--- src/rtl/veritune_mem_sched.sv ---
// veritune_mem_sched: frame scheduler for the shared FFT1024 sample RAM.
// Each frame goes through capture, then the FFT runs in place, then the host reads out.
//
// Ports:
//   Clk, Reset (async, active-low)
//   Arm                           frame start pulse
//   Smp_valid/Smp_data/Smp_ready  capture handshake
//   Mem_we/Mem_addr/Mem_wdata     RAM write port, capture phase only
//   Mem_sel                       RAM owner: 00 cap, 01 fft, 10 host, 11 none
//   Fft_start/Fft_ack/Fft_done    FFT1024 handshake
//   Rd_gnt/Rd_done                host readout handshake
//   Frame_ready                   FFT result valid in RAM
//   Overrun, Timeout              sticky error flags, cleared by Arm
//   State                         debug state code
//
// Build option: define VERITUNE_BITREV_EN to write each capture at the
// bit-reversed address. Without it, captures are written in natural order.
module veritune_mem_sched #(
  parameter int ADDR_W      = 10,
  parameter int DATA_W      = 16,
  parameter int FFT_TIMEOUT = 65535
) (
  input  logic              Clk,
  input  logic              Reset,
  input  logic              Arm,
  input  logic              Smp_valid,
  input  logic [DATA_W-1:0] Smp_data,
  output logic              Smp_ready,
  output logic              Mem_we,
  output logic [ADDR_W-1:0] Mem_addr,
  output logic [DATA_W-1:0] Mem_wdata,
  output logic [1:0]        Mem_sel,
  output logic              Fft_start,
  output logic              Fft_ack,
  input  logic              Fft_done,
  output logic              Rd_gnt,
  input  logic              Rd_done,
  output logic              Frame_ready,
  output logic              Overrun,
  output logic              Timeout,
  output logic [2:0]        State
);

  localparam int N  = 2 ** ADDR_W;
  localparam int TW = $clog2(FFT_TIMEOUT + 1);

  localparam logic [ADDR_W:0] CNT_LAST =
    (ADDR_W+1)'(N - 1);
  localparam logic [TW-1:0] TMR_LAST =
    TW'(FFT_TIMEOUT - 1);

  typedef enum logic [2:0] {
    S_IDLE     = 3'd0,
    S_CAPTURE  = 3'd1,
    S_FFT_GO   = 3'd2,
    S_FFT_WAIT = 3'd3,
    S_READOUT  = 3'd4,
    S_ERR      = 3'd5
  } state_t;

  state_t            state;
  logic [ADDR_W:0]   wr_cnt;
  logic [TW-1:0]     timer;
  logic              accept;
  logic              fft_own;
  logic [ADDR_W-1:0] addr_nat;
  logic [ADDR_W-1:0] addr_map;

  assign Smp_ready = (state == S_CAPTURE);
  assign accept    = Smp_ready && Smp_valid;
  assign fft_own   = (state == S_FFT_GO) ||
                     (state == S_FFT_WAIT);
  assign addr_nat  = wr_cnt[ADDR_W-1:0];
  assign State     = state;

`ifdef VERITUNE_BITREV_EN
  always_comb begin
    addr_map = '0;
    for (int i = 0; i < ADDR_W; i++)
      addr_map[i] = addr_nat[ADDR_W-1-i];
  end
`else
  assign addr_map = addr_nat;
`endif

  always_comb begin
    Mem_sel = 2'b11;
    unique case (1'b1)
      state == S_CAPTURE: Mem_sel = 2'b00;
      fft_own:            Mem_sel = 2'b01;
      state == S_READOUT: Mem_sel = 2'b10;
      default:            Mem_sel = 2'b11;
    endcase
  end

  always_ff @(posedge Clk or negedge Reset) begin
    if (!Reset) begin
      state       <= S_IDLE;
      wr_cnt      <= '0;
      timer       <= '0;
      Mem_we      <= 1'b0;
      Mem_addr    <= '0;
      Mem_wdata   <= '0;
      Fft_start   <= 1'b0;
      Fft_ack     <= 1'b0;
      Rd_gnt      <= 1'b0;
      Frame_ready <= 1'b0;
      Overrun     <= 1'b0;
      Timeout     <= 1'b0;
    end else begin
      Mem_we    <= 1'b0;
      Fft_start <= 1'b0;
      Fft_ack   <= 1'b0;

      // The FFT owns the RAM, so this sample is lost.
      if (fft_own && Smp_valid)
        Overrun <= 1'b1;

      unique case (state)
        S_IDLE: begin
          if (Arm) begin
            state   <= S_CAPTURE;
            wr_cnt  <= '0;
            Overrun <= 1'b0;
            Timeout <= 1'b0;
          end
        end
        S_CAPTURE: begin
          if (accept) begin
            Mem_we    <= 1'b1;
            Mem_addr  <= addr_map;
            Mem_wdata <= Smp_data;
            wr_cnt    <= wr_cnt + 1'b1;
            // Raise start now so that it is high during FFT_GO.
            if (wr_cnt == CNT_LAST) begin
              state     <= S_FFT_GO;
              Fft_start <= 1'b1;
            end
          end
        end
        S_FFT_GO: begin
          timer <= '0;
          state <= S_FFT_WAIT;
        end
        S_FFT_WAIT: begin
          // timer counts completed wait cycles.
          // Done has priority over the timeout.
          if (Fft_done) begin
            state       <= S_READOUT;
            Fft_ack     <= 1'b1;
            Frame_ready <= 1'b1;
            Rd_gnt      <= 1'b1;
          end else if (timer == TMR_LAST) begin
            state   <= S_ERR;
            Timeout <= 1'b1;
          end else begin
            timer <= timer + 1'b1;
          end
        end
        S_READOUT: begin
          if (Arm) begin
            state       <= S_CAPTURE;
            wr_cnt      <= '0;
            Frame_ready <= 1'b0;
            Rd_gnt      <= 1'b0;
            Overrun     <= 1'b0;
            Timeout     <= 1'b0;
          end else if (Rd_done) begin
            state       <= S_IDLE;
            Frame_ready <= 1'b0;
            Rd_gnt      <= 1'b0;
          end
        end
        S_ERR: begin
          if (Arm) begin
            state   <= S_CAPTURE;
            wr_cnt  <= '0;
            Overrun <= 1'b0;
            Timeout <= 1'b0;
          end
        end
        default: state <= S_IDLE;
      endcase
    end
  end

endmodule

--- config.mk ---
export PLATFORM = sky130hd
export DESIGN_NAME = veritune_mem_sched
export DESIGN_NICKNAME = d
export VERILOG_FILES = /design/src/rtl/veritune_mem_sched.sv
export SDC_FILE = /design/constraint.sdc
export NUM_CORES = 1
export LEC_CHECK = 0
export ABC_AREA = 0
export BUFFER_PORTS_ARGS = -buffer_cell sky130_fd_sc_hd__buf_4
export CAP_MARGIN = 20
export CELL_PAD_IN_SITES_DETAIL_PLACEMENT = 0
export CELL_PAD_IN_SITES_GLOBAL_PLACEMENT = 2
export CORE_MARGIN = 4
export CORE_UTILIZATION = 30
export DETAILED_ROUTE_END_ITERATION = 6
export PLACE_DENSITY = 0.75
export RECOVER_POWER = 50
export SYNTH_ARGS = -nofsm -noshare
export SYNTH_HDL_FRONTEND = slang
export SYNTH_SLANG_ARGS = --single-unit
--- constraint.sdc ---
create_clock -name Clk -period 2.3 [get_ports Clk]
set_clock_uncertainty 0.2 [all_clocks]
set_input_delay 0 -clock Clk [delete_from_list [all_inputs] [get_ports Clk]]
set_output_delay 0 -clock Clk [all_outputs]
set_load 0.005 [all_outputs]
==> flow_summary_export.csv <==
group,metric,value,unit
status,status,"finished, violations left",
status,violations,"capacitance limit, slew limit",
die,die_w,108.7,um
die,rows,36,
timing,slew_violations,63,
finish,final_common_cell,"nand2_1",
critical_path,worstSetupEndpointType,"flop",
synth,syn_nets,353,
critical_path,cp.arrival,2.17,ns
finish,fin_nets,446,
clock_tree,root_buffer,"clkbuf_8",
die,start_util,31.00,%
timing,fin_crit_sh,92.76,%
finish,layout-drive-gt1-share,24.18,%
synth,synthCells,328,
critical_path,crit_slowest_cell,"or4_4",
finish,final_cells,559,
placed_design,dp_cells,521,
synth,synth_edf_count,0,
die,die_y,108.7,um
synth,synth-main-ff-cell,"dfrtp_1",
synth,syn_area_per_cell,9.281,sq um
placed_design,io_buffers,60,
finish,fillers,1017,
timing,tightest_slew,1.555,ns
synth,ys_async_sr_fraction,100.0,%
timing,period_needed,2.133,ns
critical_path,worstSetupStartpointType,"flop",
synth,ys_types,57,
timing,hold_slack,0.1722,ns
clock_tree,h-tree-depth,3,
clock_tree,cts_tree,"built",
synth,yosys_warnings,0,
clock_tree,numCtsBuffers,9,
grt,grt_start_max_net_pins,63,
power_and_ir_drop,power,0.004050,W
detailed_routing,detail-route-antenna-nets,0,
finish,synthToLayoutAreaGrowth,34.98,%
clock_tree,clock_latency,0.35,ns
detailed_routing,drt-total-wl,8039,um
grt,grt_pass1_vias,2699,
power_and_ir_drop,p_per_area,985.5,nW/um^2
detailed_routing,first_pass_iters,4,
finish,post-route-util,41.85,%
timing,setup_tns,0,ns
die,ios,61,
power_and_ir_drop,leakage,1.950,nW
synth,ys_seq_area_share,50.97,%
placed_design,gp_congestion,0.8415,
finish,final_cell_mix,"91 x nand2_1, 62 x dfrtp_1, 45 x buf_4, 25 x clkbuf_4, 22 x dlygate4sd3_1",
die,fp.dieArea,11820,sq um
clock_tree,clkTransAtPathRegs,0.09,ns
grt,grt_pass1_wl,13700,um
critical_path,worstSetupPathType,"reg -> reg",
finish,n_antenna_cell,0,
detailed_routing,post_drt_wl_per_cell,14.38,um
timing,hold_viol,0,
clock_tree,cts_max_path_buffers,2,
detailed_routing,detail_route.iter0.violations,105,
synth,ys_ff_latch,62,
worst_hold_path,hold_class,"in -> reg",
critical_path,slowest_delay,0.66,ns
run,drv_cap,1,
critical_path,crit_family,"simple AND/OR/NAND/NOR gates",
synth,synth_area,3044,sq um
grt,antenna_found_initial,0,
timing,rsz0062_at_grt,"no",
die,coreArea,9819,sq um
critical_path,cp_data_required_time,2.33,ns
grt,track_usage,14.84,%
timing,slew_headroom,-3.675,%
timing,fmax,468.7,MHz
grt,gr-total-overflow,0,
critical_path,critical_path.cell_chain,"nand4_1 -> or4_4 -> and4_1 -> a221o_1",
detailed_routing,drc,0,
critical_path,cp_num_buf_inv,0,
detailed_routing,routed_via_density,4.886,
power_and_ir_drop,peakVddDrop,0.3993,mV
detailed_routing,num_vias,2731,
clock_tree,clock_sinks,62,
critical_path,worstPathMaxFanout,11,
timing,setup_violations,0,
placed_design,dp_hpwl,5500,um
## final cells by class
class | count | area (sq um) | area share [%]
clock inverters | 6 | 71.32 | 1.736
flip-flops and latches | 62 | 1551 | 37.76
repair buffers | 101 | 780.7 | 19.00
multi-input cells | 240 | 1375 | 33.47
inverters | 7 | 26.28 | 0.6395
well taps | 133 | 166.4 | 4.050
clock buffers | 10 | 137.6 | 3.350
## per-layer routing
metal  global-route usage, %  up-vias  routed length (um)
li1                        -     1345                   -
met1                   18.22     1305                3569
met2                   24.10       65                3841
met3                   5.033       16                 442
met4                   5.681        0                 185
met5                       0        -                   0
## sequential cells by signal, indices dropped and copies added, names as in the netlist
name and flops:
State 3, Mem_addr 10, Fft_start 1, Fft_ack 1
Overrun 1, Timeout 1, Mem_wdata 16, Mem_we 1
Frame_ready 1, wr_cnt 11, timer 16
## worst paths after layout
kind / slack [ns] / depth (start not counted) / endpoint / startpoint
worst max register to register: 0.17 / 4 / timer[14]$_DFFE_PN0P_ / timer[11]$_DFFE_PN0P_
max in group asynchronous: 0.60 / 2 / Mem_addr[7]$_DFFE_PN0P_ / Reset
worst max-delay path: 0.17 / 4 / timer[14]$_DFFE_PN0P_ / timer[11]$_DFFE_PN0P_
worst min register to register: 0.27 / 2 / Mem_wdata[11]$_DFFE_PN0P_ / Mem_wdata[11]$_DFFE_PN0P_
min in group asynchronous: 0.38 / 2 / timer[7]$_DFFE_PN0P_ / Reset
worst min-delay path: 0.17 / 4 / Mem_wdata[12]$_DFFE_PN0P_ / Smp_data[12]
## what timing repair did
action	4_1_cts	5_1_grt
gates resized for setup	0	1
hold buffers	22	0
hold endpoints to repair	90	0
setup endpoints to repair	0	8
setup buffers	0	0
## power breakdown
group	internal, W	switching (W)	total [W]	leakage (nW)
sequential	0.00135	0.000206	0.00156	0.821
clock	0.000535	0.000477	0.00101	0.0987
combinational	0.000708	0.000769	0.00148	1.03
total	0.00260	0.00145	0.00405	1.95
## Yosys cell counts, drive strengths merged (3+ instances only)
library cell,instances,area [sq um]
o211ai,3,22.52
xnor2,4,35.03
xor2,4,35.03
ha,3,37.54
nand2b,3,18.77
nor4,6,43.79
a21oi,3,15.01
nor3,4,20.02
nand2,91,341.6
inv,7,26.28
a31oi,12,75.07
nand4,10,68.81
nand3,10,55.05
a221o,5,50.05
dfrtp,62,1551
clkbuf,12,46.29
and2,4,25.03
and4,3,26.28
o21ai,14,73.82
or4,9,78.82
nor2,18,70.07
or3,3,20.02
buf,7,52.54
and3,5,32.53
a21o,4,33.79
## tightest hold or removal path: cells and delay by family
kind | cells | cell delay (ns)
buf+inv | 2 | 0.62
simple gates | 2 | 0.09
## cell families (layout without fill, tap and decap cells)
kind of cell | count (synthesis) | count (layout) | synth area share [%]
compound gates | 55 | 55 | 12.78
xor+xnor | 8 | 8 | 2.301
fa+ha+maj | 3 | 3 | 1.233
buf+inv | 26 | 124 | 4.110
flops | 62 | 62 | 50.97
mux | 2 | 2 | 0.6987
simple gates | 172 | 172 | 27.91
## stage by stage
| step | worst slack (ns) | instance area, sq um |
|---|---|---|
| after floorplan | 0.1378 | 3044 |
| after global placement | 0.1393 | 3705 |
| after detailed placement | 0.04307 | 3705 |
| after CTS | 0.03000 | 4134 |
| after global routing | 0.05410 | 4109 |
| final | 0.1666 | 4109 |
No activity file was read; power rests on OpenSTA's default activity.
